## src/rtl/div_unit_pkg.sv

```systemverilog
// Shared constants and state encoding for the multi-cycle signed divider.
package div_unit_pkg;

   localparam int          DIV_WIDTH = 32;
   localparam logic [31:0] INT_MIN   = 32'h8000_0000;

   typedef enum logic [1:0] {
      IDLE = 2'd0,
      RUN  = 2'd1,
      DONE = 2'd2
   } state_t;

endpackage

```

## src/rtl/div_unit_if.sv

```systemverilog
// Handshake and operand/result bus between the execute stage and the divider.
interface div_unit_if #(
   parameter int WIDTH = 32
) ();

   logic             ctrl_DIV;
   logic [WIDTH-1:0] data_operandA;
   logic [WIDTH-1:0] data_operandB;
   logic [WIDTH-1:0] data_result;
   logic             data_exception;
   logic             data_resultRDY;

   modport master (
      output ctrl_DIV, data_operandA, data_operandB,
      input  data_result, data_exception, data_resultRDY
   );

   modport slave (
      input  ctrl_DIV, data_operandA, data_operandB,
      output data_result, data_exception, data_resultRDY
   );

endinterface

```

## src/rtl/div_negate.sv

```systemverilog
// Combinational two's-complement negator: y = ~a + 1.
module div_negate #(
   parameter int WIDTH = 32
) (
   input  logic [WIDTH-1:0] a,
   output logic [WIDTH-1:0] y
);

   assign y = ~a + {{(WIDTH-1){1'b0}}, 1'b1};

endmodule

```

## src/rtl/div_unit.sv

```systemverilog
// Restoring signed divider: one quotient bit per cycle on operand magnitudes,
// result ready 33 cycles after start; divide-by-zero and overflow finish in one.
module div_unit
   import div_unit_pkg::*;
#(
   parameter int WIDTH = DIV_WIDTH,
   parameter int CNT_W = 6
) (
   input  logic       clock,
   input  logic       reset,
   div_unit_if.slave  bus
);

   localparam logic [WIDTH-1:0] MIN_INT   = {1'b1, {(WIDTH-1){1'b0}}};
   localparam logic [CNT_W-1:0] LAST_ITER = CNT_W'(WIDTH - 1);

   state_t           state;
   state_t           state_nxt;

   logic [WIDTH-1:0] q;
   logic [WIDTH-1:0] d;
   logic [WIDTH-1:0] r;
   logic             sign;
   logic [CNT_W-1:0] counter;

   logic [WIDTH-1:0] neg_a;
   logic [WIDTH-1:0] neg_b;
   logic [WIDTH-1:0] neg_q;
   logic [WIDTH-1:0] abs_a;
   logic [WIDTH-1:0] abs_b;
   logic [WIDTH:0]   r_shift;
   logic [WIDTH:0]   trial;
   logic [WIDTH-1:0] r_nxt;
   logic [WIDTH-1:0] q_nxt;
   logic [WIDTH-1:0] q_fix;

   logic             div_zero;
   logic             div_ovf;
   logic             load_op;
   logic             load_exc;
   logic             finish;

   logic [WIDTH-1:0] result;
   logic             exception;

   div_negate #(.WIDTH(WIDTH)) u_neg_a (.a(bus.data_operandA), .y(neg_a));
   div_negate #(.WIDTH(WIDTH)) u_neg_b (.a(bus.data_operandB), .y(neg_b));
   div_negate #(.WIDTH(WIDTH)) u_neg_q (.a(q_nxt),             .y(neg_q));

   assign abs_a = bus.data_operandA[WIDTH-1] ? neg_a : bus.data_operandA;
   assign abs_b = bus.data_operandB[WIDTH-1] ? neg_b : bus.data_operandB;

   assign div_zero = (bus.data_operandB == '0);
   assign div_ovf  = (bus.data_operandA == MIN_INT) && (bus.data_operandB == '1);

   // The remainder stays below the divisor (<= 2^(WIDTH-1)), so only the
   // shifted trial value needs the extra bit to avoid wrap.
   assign r_shift = {r, q[WIDTH-1]};
   assign trial   = r_shift - {1'b0, d};
   assign r_nxt   = trial[WIDTH] ? r_shift[WIDTH-1:0] : trial[WIDTH-1:0];
   assign q_nxt   = {q[WIDTH-2:0], ~trial[WIDTH]};
   assign q_fix   = sign ? neg_q : q_nxt;

   always_ff @(posedge clock) begin
      if (reset) begin
         state <= IDLE;
      end else begin
         state <= state_nxt;
      end
   end

   // A start pulse wins in every state: it aborts RUN and chains out of DONE.
   always_comb begin
      state_nxt = state;
      load_op   = 1'b0;
      load_exc  = 1'b0;
      finish    = 1'b0;
      if (bus.ctrl_DIV) begin
         if (div_zero || div_ovf) begin
            state_nxt = DONE;
            load_exc  = 1'b1;
         end else begin
            state_nxt = RUN;
            load_op   = 1'b1;
         end
      end else begin
         case (state)
            IDLE: state_nxt = IDLE;
            RUN: begin
               if (counter == LAST_ITER) begin
                  state_nxt = DONE;
                  finish    = 1'b1;
               end
            end
            DONE:    state_nxt = IDLE;
            default: state_nxt = IDLE;
         endcase
      end
   end

   always_ff @(posedge clock) begin
      if (reset) begin
         q         <= '0;
         d         <= '0;
         r         <= '0;
         sign      <= 1'b0;
         counter   <= '0;
         result    <= '0;
         exception <= 1'b0;
      end else begin
         if (load_op) begin
            q       <= abs_a;
            d       <= abs_b;
            r       <= '0;
            sign    <= bus.data_operandA[WIDTH-1] ^ bus.data_operandB[WIDTH-1];
            counter <= '0;
         end else if (state == RUN) begin
            q       <= q_nxt;
            r       <= r_nxt;
            counter <= counter + 1'b1;
         end

         if (load_exc) begin
            result    <= div_ovf ? MIN_INT : '0;
            exception <= 1'b1;
         end else if (finish) begin
            result    <= q_fix;
            exception <= 1'b0;
         end
      end
   end

   assign bus.data_result    = result;
   assign bus.data_exception = exception;
   assign bus.data_resultRDY = (state == DONE);

endmodule

```

## src/flat_wrapper.sv

```systemverilog
// flat-port wrapper written by rule: the top's interface ports become plain ports
module div_unit_flat import div_unit_pkg::*;
#(
   parameter int WIDTH = DIV_WIDTH,
   parameter int CNT_W = 6
)
  (clock, reset, bus_ctrl_DIV, bus_data_operandA, bus_data_operandB, bus_data_result, bus_data_exception, bus_data_resultRDY);
  div_unit_if #(.WIDTH(WIDTH)) bus_i ();
  input  logic clock;
  input  logic reset;
  input wire logic [$bits(bus_i.ctrl_DIV)-1:0] bus_ctrl_DIV;
  input wire logic [$bits(bus_i.data_operandA)-1:0] bus_data_operandA;
  input wire logic [$bits(bus_i.data_operandB)-1:0] bus_data_operandB;
  output wire logic [$bits(bus_i.data_result)-1:0] bus_data_result;
  output wire logic [$bits(bus_i.data_exception)-1:0] bus_data_exception;
  output wire logic [$bits(bus_i.data_resultRDY)-1:0] bus_data_resultRDY;
  assign bus_i.ctrl_DIV = bus_ctrl_DIV;
  assign bus_i.data_operandA = bus_data_operandA;
  assign bus_i.data_operandB = bus_data_operandB;
  assign bus_data_result = bus_i.data_result;
  assign bus_data_exception = bus_i.data_exception;
  assign bus_data_resultRDY = bus_i.data_resultRDY;
  div_unit #(.WIDTH(WIDTH), .CNT_W(CNT_W)) u_core (.clock(clock), .reset(reset), .bus(bus_i));
endmodule
```

## config.mk

```make
export PLATFORM = sky130hd
export DESIGN_NAME = div_unit_flat
export DESIGN_NICKNAME = d
export VERILOG_FILES = /design/src/rtl/div_unit_pkg.sv /design/src/rtl/div_unit_if.sv /design/src/rtl/div_negate.sv /design/src/rtl/div_unit.sv /design/src/flat_wrapper.sv
export SDC_FILE = /design/constraint.sdc
export NUM_CORES = 1
export LEC_CHECK = 0
export CAP_MARGIN = 20
export CORE_MARGIN = 5
export CORE_UTILIZATION = 45
export DETAILED_ROUTE_END_ITERATION = 7
export DONT_BUFFER_PORTS = 1
export PLACE_DENSITY = 0.72
export SETUP_SLACK_MARGIN = 0.02
export SYNTH_ARGS = -nofsm -noshare
export SYNTH_HDL_FRONTEND = slang
export SYNTH_SLANG_ARGS = --single-unit
```

## constraint.sdc

```tcl
create_clock -name clock -period 6.9 [get_ports clock]
set_clock_uncertainty 0.15 [all_clocks]
set_input_delay 2.07 -clock clock [delete_from_list [all_inputs] [get_ports clock]]
set_output_delay 2.07 -clock clock [all_outputs]
set_load 0.02 [all_outputs]
```

==> reports/results.tsv, run 1 <==
metric	value	unit
drt_iter0_drc	608	
slew_viol_final	0	
swShare	32.1	%
postCtsHoldBufs	0	
design_area	10200	um^2
ys_seq_area_share	29.3	%
power_density	224	nW/um^2
drtPass1Iterations	5	
cts.sinks	138	
grt_use_total	21.2	%
synthCells	1236	
die_area	24000	um^2
fin_nets	1297	
hpwl	18700	um
path_class	flop to flop	
register_area	2760	um^2
grt_pass1_vias	8235	
topRoutingLayerUsed	met4	
ys_ff_latch	138	
cts-root-buf	clkbuf_16	
ioPinCount	101	
drive_above_1_share	5.81	%
place_area	9610	um^2
cts_tree	done	
clkTransAtPathRegs	0.07	ns
power.leakage	3.63	nW
fp.coreArea	20800	um^2
drc	0	
ys_top_cells_by_area	dfxtp_1, xnor2_1, nor2_1, a211oi_1, nand2_1	
synth_top_area_share	29.3	%
hold_path.class	flop to flop	
pwr-share-clk	39.8	%
grt_first_pass_wirelength	42100	um
mappedNetlistArea	9440	um^2
critPathLaunchType	flop	
met3_length	2040	um
maxCapViolCount	0	
crit_fanout	9	
timing.hold.ws	0.317	ns
row_count	53	
clk_latency	0.43	ns
fill_cells	2029	
ys_types	68	
tightest_slew	1.01	ns
num_vias	8810	
p_seq_share	38.7	%
fin_crit_sh	87.8	%
final_common_cell	nor2_1	
post_cts_buffers	0	
run_status	finished, final reports clean	
antenna_found_initial	0	
setup_viol	0	
async_reset_ff_share	0	%
crit_required	7.10	ns
diodes	0	
postRouteAntennaNets	0	
hold_viol_final	0	
critPathArrivalTime	6.26	ns
peakVddDrop	0.165	mV
finalWeightedCongestion	0.896	
tns	0	ns
cell_internal_pwr	1.55	mW
relSlewSlack	32.8	%
via_per_inst	5.95	
rsz0062_at_grt	false	
ys.warnings.count	0	
yosys.area.top_type	dfxtp_1	
wl_met2	11400	um
htree_levels	4	
min_period	6.06	ns
start_util	45.3	%
syn-num-nets	1341	
max_freq	0.165	GHz
grt_remaining_overflow	0	
area_growth	7.95	%
most-common-layout-cells	nor2_1, nand2_1, dfxtp_1	
portBuffers	0	
synth_edf_count	0	
multiInputGateArea	6210	um^2
cts-resized-gates	0	
switchingPower	731	uW
fp.dieH	155	um
cts_buffer_depth	2	
p_comb_share	21.5	%
wirelength	25500	um
die_w	155	um
syn_avg_cell_area	7.64	um^2
end_kind	flop	
wl_met1	11700	um
grt_max_degree	94	
wire_per_inst	17.2	um
cts_buffers	17	
synthFlopType	dfxtp_1	
cell usage after synthesis (all sizes together), types with 13 or more instances:
master	number
nand2	144
xnor2	72
nand3	22
nor2	166
or4	17
mux2i	27
o211ai	13
o31ai	20
o21ai	52
ha	37
nor4	13
dfxtp	138
o41ai	16
xor2	31
inv	53
a311oi	32
clkbuf	63
nand4	19
nor3	23
or3	18
nand2b	17
a21oi	59
a211oi	73
registers in the layout, summed over array words and instances, names as in the netlist:
signal	flops
u_core.d	32
u_core.r	32
u_core.sign	1
u_core.bus.data_result	32
u_core.q	32
u_core.state	2
u_core.bus.data_exception	1
u_core.counter	6
worst max-delay path, stage by stage (launching register included):
cell       delay (ns)
dfxtp_1          0.35
inv_1            0.05
ha_1             0.21
fa_1             0.39
nand2b_1         0.18
a21oi_1          0.30
nor4_1           0.11
o21ai_0          0.39
nand4bb_1        0.18
a21oi_1          0.17
buf_4            0.20
nor2_4           0.05
clkinv_1         0.07
ha_1             0.17
or4b_4           0.49
or4_4            0.51
or4_1            0.43
or4_4            0.44
or4_4            0.47
o41ai_1          0.32
xor2_1           0.11
a211oi_1         0.22
power groups by stage:
stage               clock network [mW]  registers [mW]  logic (mW)
floorplan                            0           0.877       0.408
global placement                     0           0.897       0.478
detailed placement                   0           0.899       0.483
CTS                              0.923           0.881       0.487
global route                     0.960           0.888       0.548
finish                           0.908           0.883       0.490
per-stage QoR:
step | cells | util [%] | setup WS (ns) | total power [mW]
after global routing | 1480 | 48.9 | 0.334 | 2.40
after detailed placement | 1448 | 46.2 | 0.875 | 1.38
after floorplan | 1236 | - | 1.01 | 1.29
after CTS | 1480 | 48.9 | 0.834 | 2.29
after global placement | 1448 | 46.2 | 1.07 | 1.38
final | 1480 | 48.9 | 0.841 | 2.28
layout make-up:
class,instances,area share [%]
Clock inverter,15,1.51
Timing Repair Buffer,12,0.884
Inverter,54,1.99
Clock buffer,17,4.17
Multi-Input combinational cell,969,61.0
Sequential cell,138,27.1
Tap cell,275,3.38
layer usage:
layer | track usage, % | vias to the layer above
li1 | - | 4400
met1 | 28.6 | 4093
met2 | 33.5 | 284
met3 | 5.84 | 33
met4 | 5.89 | 0
met5 | 0 | -
cell families (layout without fill, tap and decap cells):
kind of cell / after synthesis / in the layout / share of synthesized area (%)
xor gates and xnor gates: 103 / 103 / 9.55
buffers and inverters: 129 / 98 / 5.29
and+or+nand+nor: 477 / 477 / 23.7
adders and majority gates: 38 / 38 / 5.12
DFF: 138 / 138 / 29.3
AOI/OAI and AO/OA: 320 / 320 / 23.8
muxes: 31 / 31 / 3.34
worst paths after layout:
path                            slack, ns  depth (start not counted)                      start                                       to
worst min-delay path                 0.32                          2   u_core.d[7]$_SDFFE_PP0P_                 u_core.d[7]$_SDFFE_PP0P_
worst max register to register       0.84                         21  u_core.q[31]$_SDFFE_PP0P_  u_core.bus.data_result[28]$_SDFFE_PP0P_
worst min register to register       0.32                          2   u_core.d[7]$_SDFFE_PP0P_                 u_core.d[7]$_SDFFE_PP0P_
worst max-delay path                 0.84                         21  u_core.q[31]$_SDFFE_PP0P_  u_core.bus.data_result[28]$_SDFFE_PP0P_
(Power assumes the default switching activity.)
==> inputs of run 2 (changes only) <==
--- a/config.mk
+++ b/config.mk
@@ -7,10 +7,10 @@
 export LEC_CHECK = 0
 export CAP_MARGIN = 20
 export CORE_MARGIN = 5
-export CORE_UTILIZATION = 45
+export CORE_UTILIZATION = 25
 export DETAILED_ROUTE_END_ITERATION = 7
 export DONT_BUFFER_PORTS = 1
-export PLACE_DENSITY = 0.72
+export PLACE_DENSITY = 0.5
 export SETUP_SLACK_MARGIN = 0.02
 export SYNTH_ARGS = -nofsm -noshare
 export SYNTH_HDL_FRONTEND = slang
==> run 2 against run 1 <==
Net effect:
- sequential share of layout area down 0.79 points
- utilization down 21 points
- critical path depth down 1
- sequential power about the same
- register-to-register slack better by 0.03 ns
- design area up 3.0%
- count of clock-buffer cells in the layout up 1
- via count down 1.5%
- worst setup slack better by 0.028 ns
- largest power group unchanged
==> reports/results.tsv, run 2 (synthesis results as in run 1) <==
metric	value	unit	change
htree_levels	4		unchanged
fin_crit_sh	87.4	%	-0.40 points
num_vias	8675		-1.5%
power_density	219	nW/um^2	-2.3%
fin_nets	1297		unchanged
finalWeightedCongestion	0.811		-9.4%
diodes	0		unchanged
drc	0		unchanged
post_cts_buffers	0		unchanged
worstSetupStartpoint	u_core.q[31]$_SDFFE_PP0P_		
grt_remaining_overflow	0		unchanged
end_kind	flop		
place_area	9910	um^2	+3.1%
final_common_cell	nor2_1		
cts.sinks	138		unchanged
antenna_found_initial	0		unchanged
drt_iter0_drc	475		-22%
postRouteAntennaNets	0		unchanged
slew_viol_final	0		unchanged
rsz0062_at_grt	false		
hold_depth	2		unchanged
grt_max_degree	112		+19%
ff2ff_path_depth	20		-4.8%
cts-resized-gates	0		unchanged
max_freq	0.166	GHz	+0.46%
busiest_layer	met2		
clkTransAtPathRegs	0.06	ns	about the same
area_growth	11.2	%	
grt_use_total	13.8	%	-7.4 points
row_count	71		+34%
design_area	10500	um^2	+3.0%
hp-start	u_core.d[0]$_SDFFE_PP0P_		
fp.coreArea	37500	um^2	+80%
portBuffers	0		unchanged
fin_total_pwr	2.29	mW	+0.59%
grt_pass1_vias	8117		-1.4%
cts_tree	done		
crit_fanout	4		-5
drtPass1Iterations	5		unchanged
relSlewSlack	32.8	%	about the same
via_per_inst	5.06		-15%
ioPinCount	101		unchanged
die_area	41800	um^2	+74%
run_status	finished, final reports clean		
clk_latency	0.43	ns	about the same
cts_buffers	17		unchanged
most-common-layout-cells	nor2_1, nand2_1, dfxtp_1		
tightest_slew	1.01	ns	+0.000126 ns
reg2reg_from	u_core.q[31]$_SDFFE_PP0P_		
critPathLaunchType	flop		
crit_required	7.09	ns	about the same
wirelength	29500	um	+15%
grtUsageMet3	3.65	%	-2.2 points
wire_per_inst	17.2	um	-0.40%
worstReg2RegEnd	u_core.bus.data_result[28]$_SDFFE_PP0P_		
fp.dieH	204	um	+32%
final_util	28.0	%	-21 points
grt_util_met1	19.0	%	-9.7 points
grt_first_pass_wirelength	46000	um	+9.2%
hold_path.class	flop to flop		
r2r_slack	0.87	ns	+0.03 ns
timing.hold.ws	0.311	ns	-0.00557 ns
power.leakage	3.62	nW	-0.15%
maxCapViolCount	0		unchanged
critPathArrivalTime	6.22	ns	-0.04 ns
peakVddDrop	0.165	mV	-0.15%
hold_viol_final	0		unchanged
die_w	204	um	+32%
cts_buffer_depth	2		unchanged
holdPathEnd	u_core.d[0]$_SDFFE_PP0P_		
setup_viol	0		unchanged
hpwl	21700	um	+16%
drive_above_1_share	5.73	%	-0.083 points
min_period	6.03	ns	-0.0279 ns
tns	0	ns	unchanged
start_util	25.2	%	-20 points
postCtsHoldBufs	0		unchanged
path_class	flop to flop		
cts-root-buf	clkbuf_16		
grt_use_met2	21.5	%	-12 points
==> run 2: cell types whose count changed in the layout (fill, tap and decap cells not counted), moves of 2 or more <==
cell,previous run,this run
inv_6,6,1
clkinvlp_4,2,4
inv_8,3,0
buf_4,12,10
clkinv_2,1,3
clkinv_4,2,4
==> run 2: layer usage <==
metal	share of wire, %	vias to the layer above	wire, um
met5	0	-	0
met4	1.4	0	416
met3	6.2	25	1830
met2	44	173	13000
met1	48	4069	14200
li1	-	4408	-
==> run 2: power by group <==
group          switching, mW  total (mW)  internal (mW)
sequential            0.0470       0.882          0.835
combinational          0.290       0.496          0.206
clock                  0.383       0.916          0.533
==> run 2: layout make-up <==
class	instances	area [um^2]
Fill cell	4133	27000
Multi-Input combinational cell	969	6210
Sequential cell	138	2760
Tap cell	511	639
Clock buffer	18	429
Inverter	54	203
Clock inverter	14	149
Timing Repair Buffer	12	100
==> run 2: worst max-delay path, cell delays in order (launching register included) <==
cell	delay [ns]
dfxtp_1	0.34
inv_1	0.05
ha_1	0.19
fa_1	0.39
nand2b_1	0.18
a21oi_1	0.26
nor4_1	0.11
o21ai_0	0.41
nand4bb_1	0.20
a21oi_1	0.32
nor2_4	0.07
clkinv_1	0.07
ha_1	0.18
or4b_4	0.50
or4_4	0.51
or4_1	0.43
or4_4	0.44
or4_4	0.48
o41ai_1	0.32
xor2_1	0.12
a211oi_1	0.22
==> run 2: worst max-delay path by stage <==
stage                                                   end  slack [ns]  depth (start not counted)
CTS                 u_core.bus.data_result[28]$_SDFFE_PP0P_        0.86                         20
floorplan           u_core.bus.data_result[28]$_SDFFE_PP0P_        1.01                         20
global route        u_core.bus.data_result[28]$_SDFFE_PP0P_        0.40                         20
detailed placement  u_core.bus.data_result[28]$_SDFFE_PP0P_        0.88                         20
global placement    u_core.bus.data_result[28]$_SDFFE_PP0P_        0.95                         20
finish              u_core.bus.data_result[28]$_SDFFE_PP0P_        0.87                         20
==> run 2: through the flow <==
step                      std cells  setup WS [ns]
after floorplan                1236           1.01
after detailed placement       1683          0.884
after global routing           1716          0.398
after CTS                      1715          0.858
final                          1716          0.869
after global placement         1683          0.954
